### src/rtl/msx_kbd_pkg.sv
// Shared types and constants for the PS/2-to-MSX keyboard matrix responder.
package msx_kbd_pkg;

  typedef enum logic [2:0] {
    StIdle,
    StBrk,
    StExt,
    StExtBrk,
    StSkip
  } kbd_state_e;

  localparam logic [7:0] PS2_BRK    = 8'hF0;
  localparam logic [7:0] PS2_EXT    = 8'hE0;
  localparam logic [7:0] PS2_PAUSE  = 8'hE1;
  localparam logic [7:0] PS2_BAT_OK = 8'hAA;
  localparam logic [7:0] PS2_ACK    = 8'hFA;
  localparam logic [7:0] PS2_ECHO   = 8'hEE;
  localparam logic [7:0] PS2_RESEND = 8'hFE;

  localparam int unsigned MSX_ROWS       = 11;
  localparam logic [2:0]  PAUSE_SKIP_LEN = 3'd7;

  typedef struct packed {
    logic       hit;
    logic [3:0] row;
    logic [2:0] col;
  } map_res_t;

  function automatic map_res_t key_at(input logic [3:0] row, input logic [2:0] col);
    map_res_t res;
    res.hit = 1'b1;
    res.row = row;
    res.col = col;
    return res;
  endfunction

  // Bytes that never reach the lookup when seen outside a prefix sequence.
  function automatic logic is_idle_special(input logic [7:0] b);
    return (b == PS2_BRK) || (b == PS2_EXT) || (b == PS2_PAUSE) || (b == PS2_BAT_OK) ||
           (b == PS2_ACK) || (b == PS2_ECHO) || (b == PS2_RESEND);
  endfunction

endpackage

### src/rtl/msx_keyboard_if.sv
// Byte input, flush and row/column port bundle of the MSX keyboard responder.
interface msx_keyboard_if;
  logic [7:0] kb_data_i;
  logic       kb_valid_i;
  logic       flush_i;
  logic [3:0] row_i;
  logic [7:0] cols_o;

  modport master (output kb_data_i, output kb_valid_i, output flush_i, output row_i,
                  input cols_o);
  modport slave  (input kb_data_i, input kb_valid_i, input flush_i, input row_i,
                  output cols_o);
endinterface

### src/rtl/msx_kbd_map.sv
// Combinational PS/2 set-2 {ext, code} to MSX matrix position lookup.
// Keypad entries (rows 9-10) exist only when MSX_KBD_NUMPAD_EN is defined.
module msx_kbd_map
  import msx_kbd_pkg::*;
(
  input  logic       i_ext,
  input  logic [7:0] i_code,
  output map_res_t   o_res
);

  always_comb begin
    o_res = '0;
    case ({i_ext, i_code})
      9'h045: o_res = key_at(4'd0, 3'd0);  9'h016: o_res = key_at(4'd0, 3'd1);
      9'h01E: o_res = key_at(4'd0, 3'd2);  9'h026: o_res = key_at(4'd0, 3'd3);
      9'h025: o_res = key_at(4'd0, 3'd4);  9'h02E: o_res = key_at(4'd0, 3'd5);
      9'h036: o_res = key_at(4'd0, 3'd6);  9'h03D: o_res = key_at(4'd0, 3'd7);
      9'h03E: o_res = key_at(4'd1, 3'd0);  9'h046: o_res = key_at(4'd1, 3'd1);
      9'h04E: o_res = key_at(4'd1, 3'd2);  9'h055: o_res = key_at(4'd1, 3'd3);
      9'h05D: o_res = key_at(4'd1, 3'd4);  9'h054: o_res = key_at(4'd1, 3'd5);
      9'h05B: o_res = key_at(4'd1, 3'd6);  9'h04C: o_res = key_at(4'd1, 3'd7);
      9'h052: o_res = key_at(4'd2, 3'd0);  9'h00E: o_res = key_at(4'd2, 3'd1);
      9'h041: o_res = key_at(4'd2, 3'd2);  9'h049: o_res = key_at(4'd2, 3'd3);
      9'h04A: o_res = key_at(4'd2, 3'd4);  9'h01C: o_res = key_at(4'd2, 3'd6);
      9'h032: o_res = key_at(4'd2, 3'd7);
      9'h021: o_res = key_at(4'd3, 3'd0);  9'h023: o_res = key_at(4'd3, 3'd1);
      9'h024: o_res = key_at(4'd3, 3'd2);  9'h02B: o_res = key_at(4'd3, 3'd3);
      9'h034: o_res = key_at(4'd3, 3'd4);  9'h033: o_res = key_at(4'd3, 3'd5);
      9'h043: o_res = key_at(4'd3, 3'd6);  9'h03B: o_res = key_at(4'd3, 3'd7);
      9'h042: o_res = key_at(4'd4, 3'd0);  9'h04B: o_res = key_at(4'd4, 3'd1);
      9'h03A: o_res = key_at(4'd4, 3'd2);  9'h031: o_res = key_at(4'd4, 3'd3);
      9'h044: o_res = key_at(4'd4, 3'd4);  9'h04D: o_res = key_at(4'd4, 3'd5);
      9'h015: o_res = key_at(4'd4, 3'd6);  9'h02D: o_res = key_at(4'd4, 3'd7);
      9'h01B: o_res = key_at(4'd5, 3'd0);  9'h02C: o_res = key_at(4'd5, 3'd1);
      9'h03C: o_res = key_at(4'd5, 3'd2);  9'h02A: o_res = key_at(4'd5, 3'd3);
      9'h01D: o_res = key_at(4'd5, 3'd4);  9'h022: o_res = key_at(4'd5, 3'd5);
      9'h035: o_res = key_at(4'd5, 3'd6);  9'h01A: o_res = key_at(4'd5, 3'd7);
      // Both SHIFTs and both CTRLs fold onto one MSX bit each.
      9'h012: o_res = key_at(4'd6, 3'd0);  9'h059: o_res = key_at(4'd6, 3'd0);
      9'h014: o_res = key_at(4'd6, 3'd1);  9'h114: o_res = key_at(4'd6, 3'd1);
      9'h011: o_res = key_at(4'd6, 3'd2);  9'h058: o_res = key_at(4'd6, 3'd3);
      9'h111: o_res = key_at(4'd6, 3'd4);  9'h005: o_res = key_at(4'd6, 3'd5);
      9'h006: o_res = key_at(4'd6, 3'd6);  9'h004: o_res = key_at(4'd6, 3'd7);
      9'h00C: o_res = key_at(4'd7, 3'd0);  9'h003: o_res = key_at(4'd7, 3'd1);
      9'h076: o_res = key_at(4'd7, 3'd2);  9'h00D: o_res = key_at(4'd7, 3'd3);
      9'h00A: o_res = key_at(4'd7, 3'd4);  9'h066: o_res = key_at(4'd7, 3'd5);
      9'h083: o_res = key_at(4'd7, 3'd6);  9'h05A: o_res = key_at(4'd7, 3'd7);
      9'h15A: o_res = key_at(4'd7, 3'd7);
      9'h029: o_res = key_at(4'd8, 3'd0);  9'h16C: o_res = key_at(4'd8, 3'd1);
      9'h170: o_res = key_at(4'd8, 3'd2);  9'h171: o_res = key_at(4'd8, 3'd3);
      9'h16B: o_res = key_at(4'd8, 3'd4);  9'h175: o_res = key_at(4'd8, 3'd5);
      9'h172: o_res = key_at(4'd8, 3'd6);  9'h174: o_res = key_at(4'd8, 3'd7);
`ifdef MSX_KBD_NUMPAD_EN
      9'h07C: o_res = key_at(4'd9, 3'd0);  9'h079: o_res = key_at(4'd9, 3'd1);
      9'h14A: o_res = key_at(4'd9, 3'd2);  9'h070: o_res = key_at(4'd9, 3'd3);
      9'h069: o_res = key_at(4'd9, 3'd4);  9'h072: o_res = key_at(4'd9, 3'd5);
      9'h07A: o_res = key_at(4'd9, 3'd6);  9'h06B: o_res = key_at(4'd9, 3'd7);
      9'h073: o_res = key_at(4'd10, 3'd0); 9'h074: o_res = key_at(4'd10, 3'd1);
      9'h06C: o_res = key_at(4'd10, 3'd2); 9'h075: o_res = key_at(4'd10, 3'd3);
      9'h07D: o_res = key_at(4'd10, 3'd4); 9'h07B: o_res = key_at(4'd10, 3'd5);
      9'h071: o_res = key_at(4'd10, 3'd7);
`endif
      default: o_res = '0;
    endcase
  end

endmodule

### src/rtl/msx_keyboard.sv
// PS/2 set-2 to MSX key matrix responder: prefix FSM, matrix flops, registered column read.
// MSX_KBD_NUMPAD_EN adds keypad rows 9-10; otherwise those rows read 8'hFF with no storage.
module msx_keyboard
  import msx_kbd_pkg::*;
(
  input  logic           clk_i,
  input  logic           reset_n_i,
  msx_keyboard_if.slave  kbd
);

`ifdef MSX_KBD_NUMPAD_EN
  localparam int unsigned ImplRows = MSX_ROWS;
`else
  localparam int unsigned ImplRows = MSX_ROWS - 2;
`endif
  localparam logic [3:0] ImplRowsL = 4'(ImplRows);

  kbd_state_e r_state;
  logic [2:0] r_cnt;
  logic [7:0] r_matrix [ImplRows];
  logic [7:0] r_cols;

  logic       w_ext;
  map_res_t   w_map;
  logic       w_wr_en;
  logic       w_wr_val;

  assign w_ext = (r_state == StExt) || (r_state == StExtBrk);

  msx_kbd_map u_map (
    .i_ext  (w_ext),
    .i_code (kbd.kb_data_i),
    .o_res  (w_map)
  );

  always_comb begin
    w_wr_en  = 1'b0;
    w_wr_val = 1'b0;
    unique case (r_state)
      StIdle:   w_wr_en = !is_idle_special(kbd.kb_data_i);
      StBrk:    begin w_wr_en = 1'b1; w_wr_val = 1'b1; end
      StExt:    w_wr_en = (kbd.kb_data_i != PS2_BRK);
      StExtBrk: begin w_wr_en = 1'b1; w_wr_val = 1'b1; end
      default:  w_wr_en = 1'b0;
    endcase
    // Misses and rows without storage leave the matrix untouched.
    w_wr_en = w_wr_en && kbd.kb_valid_i && !kbd.flush_i && w_map.hit &&
              (w_map.row < ImplRowsL);
  end

  always_ff @(posedge clk_i or negedge reset_n_i) begin
    if (!reset_n_i) begin
      r_state <= StIdle;
      r_cnt   <= '0;
    end else if (kbd.flush_i) begin
      r_state <= StIdle;
      r_cnt   <= '0;
    end else if (kbd.kb_valid_i) begin
      unique case (r_state)
        StIdle: begin
          if (kbd.kb_data_i == PS2_BRK) begin
            r_state <= StBrk;
          end else if (kbd.kb_data_i == PS2_EXT) begin
            r_state <= StExt;
          end else if (kbd.kb_data_i == PS2_PAUSE) begin
            r_state <= StSkip;
            r_cnt   <= PAUSE_SKIP_LEN;
          end
        end
        StBrk:    r_state <= StIdle;
        StExt:    r_state <= (kbd.kb_data_i == PS2_BRK) ? StExtBrk : StIdle;
        StExtBrk: r_state <= StIdle;
        StSkip: begin
          r_cnt <= r_cnt - 3'd1;
          if (r_cnt == 3'd1) r_state <= StIdle;
        end
        default:  r_state <= StIdle;
      endcase
    end
  end

  always_ff @(posedge clk_i or negedge reset_n_i) begin
    if (!reset_n_i) begin
      for (int r = 0; r < ImplRows; r++) r_matrix[r] <= '1;
    end else if (kbd.flush_i) begin
      for (int r = 0; r < ImplRows; r++) r_matrix[r] <= '1;
    end else if (w_wr_en) begin
      r_matrix[w_map.row][w_map.col] <= w_wr_val;
    end
  end

  // Reads the pre-update matrix, so a same-cycle write shows up one cycle later.
  always_ff @(posedge clk_i or negedge reset_n_i) begin
    if (!reset_n_i) begin
      r_cols <= 8'hFF;
    end else begin
      r_cols <= (kbd.row_i < ImplRowsL) ? r_matrix[kbd.row_i] : 8'hFF;
    end
  end

  assign kbd.cols_o = r_cols;

endmodule
### src/flat_wrapper.sv
// flat-port wrapper written by rule: the top's interface ports become plain ports
module msx_keyboard_flat import msx_kbd_pkg::*;
  (clk_i, reset_n_i, kbd_kb_data_i, kbd_kb_valid_i, kbd_flush_i, kbd_row_i, kbd_cols_o);
  msx_keyboard_if kbd_i ();
  input  logic clk_i;
  input  logic reset_n_i;
  input wire logic [$bits(kbd_i.kb_data_i)-1:0] kbd_kb_data_i;
  input wire logic [$bits(kbd_i.kb_valid_i)-1:0] kbd_kb_valid_i;
  input wire logic [$bits(kbd_i.flush_i)-1:0] kbd_flush_i;
  input wire logic [$bits(kbd_i.row_i)-1:0] kbd_row_i;
  output wire logic [$bits(kbd_i.cols_o)-1:0] kbd_cols_o;
  assign kbd_i.kb_data_i = kbd_kb_data_i;
  assign kbd_i.kb_valid_i = kbd_kb_valid_i;
  assign kbd_i.flush_i = kbd_flush_i;
  assign kbd_i.row_i = kbd_row_i;
  assign kbd_cols_o = kbd_i.cols_o;
  msx_keyboard u_core (.clk_i(clk_i), .reset_n_i(reset_n_i), .kbd(kbd_i));
endmodule
### config.mk
export PLATFORM = sky130hd
export DESIGN_NAME = msx_keyboard_flat
export DESIGN_NICKNAME = d
export VERILOG_FILES = /design/src/rtl/msx_kbd_pkg.sv /design/src/rtl/msx_keyboard_if.sv /design/src/rtl/msx_kbd_map.sv /design/src/rtl/msx_keyboard.sv /design/src/flat_wrapper.sv
export SDC_FILE = /design/constraint.sdc
export NUM_CORES = 1
export LEC_CHECK = 0
export CORE_UTILIZATION = 45
export DETAILED_ROUTE_END_ITERATION = 8
export DONT_BUFFER_PORTS = 1
export SKIP_CTS_REPAIR_TIMING = 1
export SLEW_MARGIN = 20
export SYNTH_ARGS = -nofsm -noshare
export SYNTH_HDL_FRONTEND = slang
export SYNTH_SLANG_ARGS = --single-unit
### constraint.sdc
create_clock -name clk_i -period 3.2 [get_ports clk_i]
set_clock_uncertainty 0.05 [all_clocks]
set_input_delay 0.48 -clock clk_i [delete_from_list [all_inputs] [get_ports clk_i]]
set_output_delay 0.48 -clock clk_i [all_outputs]
set_load 0.005 [all_outputs]
After elaboration in Yosys (flattened, before gate mapping). Cells that the tools add are included.

Add/sub/neg operators: 1. $lt $le $gt $ge: 7. Eq/ne operators: 92. Muxes and demuxes: 28. Bitwise logic cells: 2. Reduce and logical (&&, ||, !) cells: 25.

Operator list (count): $pmux W8 S71 (1); $eq A9 B6 Y1 const B (23); $eq A9 B7 Y1 const B (22); $mux W72 (2); $eq A9 B5 Y1 const B (10); $eq A9 B9 Y1 const B (10); $bwmux W72 (1); $eq A8 B8 Y1 const B (7); $eq A9 B4 Y1 const B (4); $mux W3 (11); $bmux W8 S4 (1); $demux W8 S4 (1); $mux W8 (4); $eq A9 B3 Y1 const B (3); $ge A5 B5 Y1 const B (2); $not A4 Y5 (2); $eq A9 B2 Y1 const B (1); $eq A9 B8 Y1 const B (1); $pmux W3 S3 (1); $lt A4 B4 Y1 const B (2); $ne A8 B8 Y1 const B (1); $reduce_or A2 Y1 (4); $logic_or A1 B1 Y1 (7); $eq A3 B1 Y1 const B (2); other kinds (21) (32).

Bits in registers: 86. Bits of input ports: 16. Output and inout port bits: 8. Logic and storage cells: 167.

Longest topological paths before layout.
Word-level depth: 15. Mapped depth: 13. Gate-level depth less buffers: 8.

Hierarchy. From an unflattened synthesis, not the netlist that was laid out.

Cell total of the unflattened synthesis: 702. Area total of the unflattened synthesis: 6424.9 um^2.

By module, submodules not included: msx_keyboard (times used 1, cells an instance 465, area an instance 4974.8 um^2, seq. area each 2252.2 um^2); msx_kbd_map (times used 1, cells an instance 237, area an instance 1450.1 um^2, seq. area each 0.0 um^2).

Least setup slack after synthesis. Ideal clock, no wire load.

Kind: input to register. From: input kbd_kb_data_i[6]. To: register u_core.r_matrix[58] in the netlist's numbering. Setup time: 92 ps. Arrival time: 2738 ps. Required time: 3058 ps. Slack: 321 ps. Stages: 11. Path buffers: 3. Path through: buf_6 -> or2_0 -> buf_2 -> or4_4 -> o211ai_2 -> nor4_1 -> and3_1 -> a211o_4 -> buf_6 -> o32ai_2 -> o41ai_2.

Cells in the longest elaborated chain, start to end: 14. Elaborated cells between the ends (all ways): 114. Classes of those cells: 5 x order compare; 82 x eq/ne; 9 x mux; 1 x bitwise; 17 x reduce/logical.

Ends and longest elaborated chain: start: declaration (line flat_wrapper.sv:7) `input wire logic [$bits(kbd_i.kb_data_i)-1:0] kbd_kb_data_i;`; branches (longest 14 deep; another with $lt A3 B4 Y1); end signal: indexed assignment (line msx_keyboard.sv:88) `r_matrix[w_map.row][w_map.col] <= w_wr_val;`; end: declaration (line msx_keyboard.sv:20) `logic [7:0] r_matrix [ImplRows];`.

Parallel ways; which one is timed is not known. The select of a mux whose other input is x is not followed. A chain may end at the register's enable or synchronous reset.

Worst setup path in the final report.
From: register u_core.r_state[1]. To: register u_core.r_matrix[42] in the netlist's numbering.

Cells in the longest elaborated chain, start to end: 14. Elaborated cells between the ends (all ways): 106. Classes of those cells: 5 x order compare; 77 x eq/ne; 10 x mux; 1 x bitwise; 13 x reduce/logical.

Ends and longest elaborated chain: start: declaration (line msx_keyboard.sv:18) `kbd_state_e r_state;`; start signal: assignment (line msx_keyboard.sv:53) `r_state <= StIdle;`; start signal: assignment (line msx_keyboard.sv:56) `r_state <= StIdle;`; start signal: assignment (line msx_keyboard.sv:62) `r_state <= StBrk;`; $eq A3 B2 Y1 (line msx_keyboard.sv:28, msx_keyboard.sv:39); $logic_or A1 B1 Y1 (line msx_keyboard.sv:28) `assign w_ext = (r_state == StExt) || (r_state == StExtBrk);`; $eq A9 B9 Y1 (tied with other cells) (line msx_kbd_map.sv:13) `case ({i_ext, i_code})`; $reduce_or A2 Y1 (no line); $pmux W8 S71 (line msx_kbd_map.sv:13); $lt A3 B4 Y1 (implied by the code) or $ge A3 B1 Y1 (tied branches) (line msx_keyboard.sv:88); $logic_and A1 B1 Y1 (implied by the code) (line msx_keyboard.sv:88); $mux W1 (implied by the code) (line msx_keyboard.sv:88); $demux W1 S3; $mux W8 (implied by the code) (line msx_keyboard.sv:88); $demux W8 S4 (line msx_keyboard.sv:88); $bwmux W72 (line msx_keyboard.sv:88); $mux W72 (line msx_keyboard.sv:87) `end else if (w_wr_en) begin`; $mux W72 (line msx_keyboard.sv:85) `end else if (kbd.flush_i) begin`.

Several ways; a longest one is shown, not always the timed one. The select of a mux whose other input is x is not followed.

==> results.json <==
{
  "crit_arrival_ps": 3290,
  "syn2layout_area_growth_pct": 8.62,
  "seq_area_frac_synth_pct": 35.0,
  "synthArstFlopShare_pct": 100,
  "peakVddDrop_mv": 0.429,
  "hold_depth": 1,
  "syn_area_um2": 6440,
  "synth-seq-cells": 86,
  "drt_first_pass_iters": 5,
  "clock_path_buffers": 2,
  "gp_congestion": 0.974,
  "yosys_warnings": 0,
  "core_area_um2": 13900,
  "layout.nets": 675,
  "cts_made_buffers": 9,
  "wirelength_mm": 20.2,
  "synthMostInstantiatedCell": "dfstp_2",
  "yosys-top-cells-count": "dfstp_2 (80), nor2_1 (75), mux2i_1 (44), nand3_1 (29), nand2_1 (25)",
  "cts_max_level": 3,
  "worstHoldPathType": "in -> reg",
  "rows": 43,
  "initial_core_util_pct": 46.2,
  "first_iter_violations": 604,
  "cp_max_fo": 18,
  "path_clk_slew_ps": 70,
  "via_count": 5606,
  "dieArea_um2": 14800,
  "grt_pass1_vias": 5563,
  "clk_latency_ps": 350,
  "antenna_left": 0,
  "synthTopCellsByArea": "dfstp_2 (33%), mux2i_1 (6.8%), mux4_2 (5.6%)",
  "startpoint_type": "register",
  "cts_sinks": 86,
  "power_density_nw_per_um2": 359,
  "drive_gt1_share_pct": 30.4,
  "fin_crit_sh_pct": 95.5,
  "antenna_found_initial": 0,
  "gr-total-overflow": 0,
  "critPathRequiredTime_ps": 3430,
  "die_x_um": 122,
  "synth_flop_cell": "dfstp_2",
  "fill_cells": 1277,
  "endpoint_kind": "register",
  "post_drt_via_cell_ratio": 6.66,
  "whs_ps": 142,
  "diodes": 0,
  "hpwl_mm": 13.7,
  "ys_types": 92,
  "p_leak_nw": 2.33,
  "synth_top_area_share_pct": 32.6,
  "wire_per_inst_um": 23.9,
  "syn_avg_cell_area_um2": 9.63,
  "root_buffer": "clkbuf_16",
  "syn_nets": 687,
  "drv_cap": 0,
  "synth_top_area_cell": "dfstp_2",
  "min_period_ps": 3060,
  "reg2reg_depth": 9,
  "syn_inst": 669,
  "crit_type": "reg -> reg",
  "synth-edff-count": 0,
  "tns_ps": 0,
  "outcome": "finished, final reports clean",
  "cts_tree": "yes",
  "port_buffers": 0,
  "grt_usage_pct": 28.3,
  "grt_pass1_wl_mm": 31.8,
  "grt_max_degree": 87,
  "fmax_mhz": 327,
  "die_h_um": 122,
  "relSlewSlack_pct": 41.7,
  "hold_viol_final": 0,
  "rsz0062_at_grt": "false",
  "drc": 0,
  "worst_pin_slew_ps": 871,
  "finalMaxSlewViolations": 0,
  "io_pins": 24,
  "setup_viol": 0
}
## logic make-up after synthesis
logic type | Yosys count | share of synthesized area [%]
xor+xnor | 5 | 0.680
mux | 69 | 14.0
compound gates | 151 | 18.3
fa+ha+maj | 3 | 0.544
buf+inv | 77 | 6.50
simple gates | 278 | 25.0
flops | 86 | 35.0
## routing by layer
| metal | wire, µm | vias to the layer above | GRT usage, % |
|---|---|---|---|
| met5 | 0 | - | 0 |
| met4 | 469 | 0 | 9.10 |
| met3 | 1370 | 37 | 6.09 |
| met2 | 9250 | 220 | 43.4 |
| met1 | 9060 | 2818 | 39.4 |
| li1 | - | 2531 | - |
## final timing paths
kind / startpoint / to / slack, ps
min reg2reg: u_core.r_cnt[2] / u_core.r_cnt[2] / 450
min in group asynchronous: reset_n_i / u_core.r_cnt[1] / 600
min: kbd_flush_i / u_core.r_cnt[1] / 140
max: u_core.r_state[1] / u_core.r_matrix[42] / 140
max reg2reg: u_core.r_state[1] / u_core.r_matrix[42] / 140
max in group asynchronous: reset_n_i / u_core.r_matrix[15] / 2060
## where the power goes
group	switching, mW	internal, mW
registers	0.00702	1.10
clock network	0.491	0.545
logic	0.228	0.140
## cell type report
| class | count | area, µm² | area share, % |
|---|---|---|---|
| Multi-Input combinational cell | 506 | 3780 | 54.1 |
| Sequential cell | 86 | 2250 | 32.2 |
| Timing Repair Buffer | 45 | 410 | 5.86 |
| Clock buffer | 9 | 225 | 3.22 |
| Tap cell | 180 | 225 | 3.22 |
| Clock inverter | 7 | 68.8 | 0.983 |
| Inverter | 9 | 33.8 | 0.483 |
## cells in the final DEF (no fill, tap or decap), types with 9 or more instances in the layout
master     Yosys  layout
a31oi_1       10      10
nand3_1       29      29
o32ai_1       11      11
nor4_1        12      12
nor3b_1        9       9
nor2b_1       18      18
buf_4          9      39
nand4_1       16      16
o41ai_1        9       9
dfstp_2       80      80
nor3_1        19      19
o22ai_1       13      13
o21ai_0       13      13
mux4_2        16      16
nand2_1       25      25
clkbuf_16      0       9
a21oi_1       18      17
nor2_1        75      75
mux2i_1       44      44
inv_1          9       9
nand2b_1      14      14
## sequential cells by signal, indices dropped and copies added, names as in the netlist
register           cells
u_core.kbd.cols_o      8
u_core.r_cnt           3
u_core.r_matrix       72
u_core.r_state         3
## through the flow
step	cell area, µm²	setup WS [ps]	util [%]	instances	power [mW]
final	7000	145	50.2	842	2.51
after floorplan	6440	321	-	669	1.43
after global placement	6670	133	47.8	824	1.46
after CTS	6960	192	50.0	840	2.51
after detailed placement	6670	126	47.8	824	1.46
after global routing	7000	10.2	50.2	842	2.61
## critical path, cell delays in order (launching register included)
cell and delay, ps:
dfrtp_1 400, nor2b_2 220, buf_4 190, or4_4 540, o211ai_2 230, nor4_1 130, and3_1 230, a211o_4 470
nor3_1 310, mux2i_1 210
Note: power is estimated with default switching activity, not from simulation.
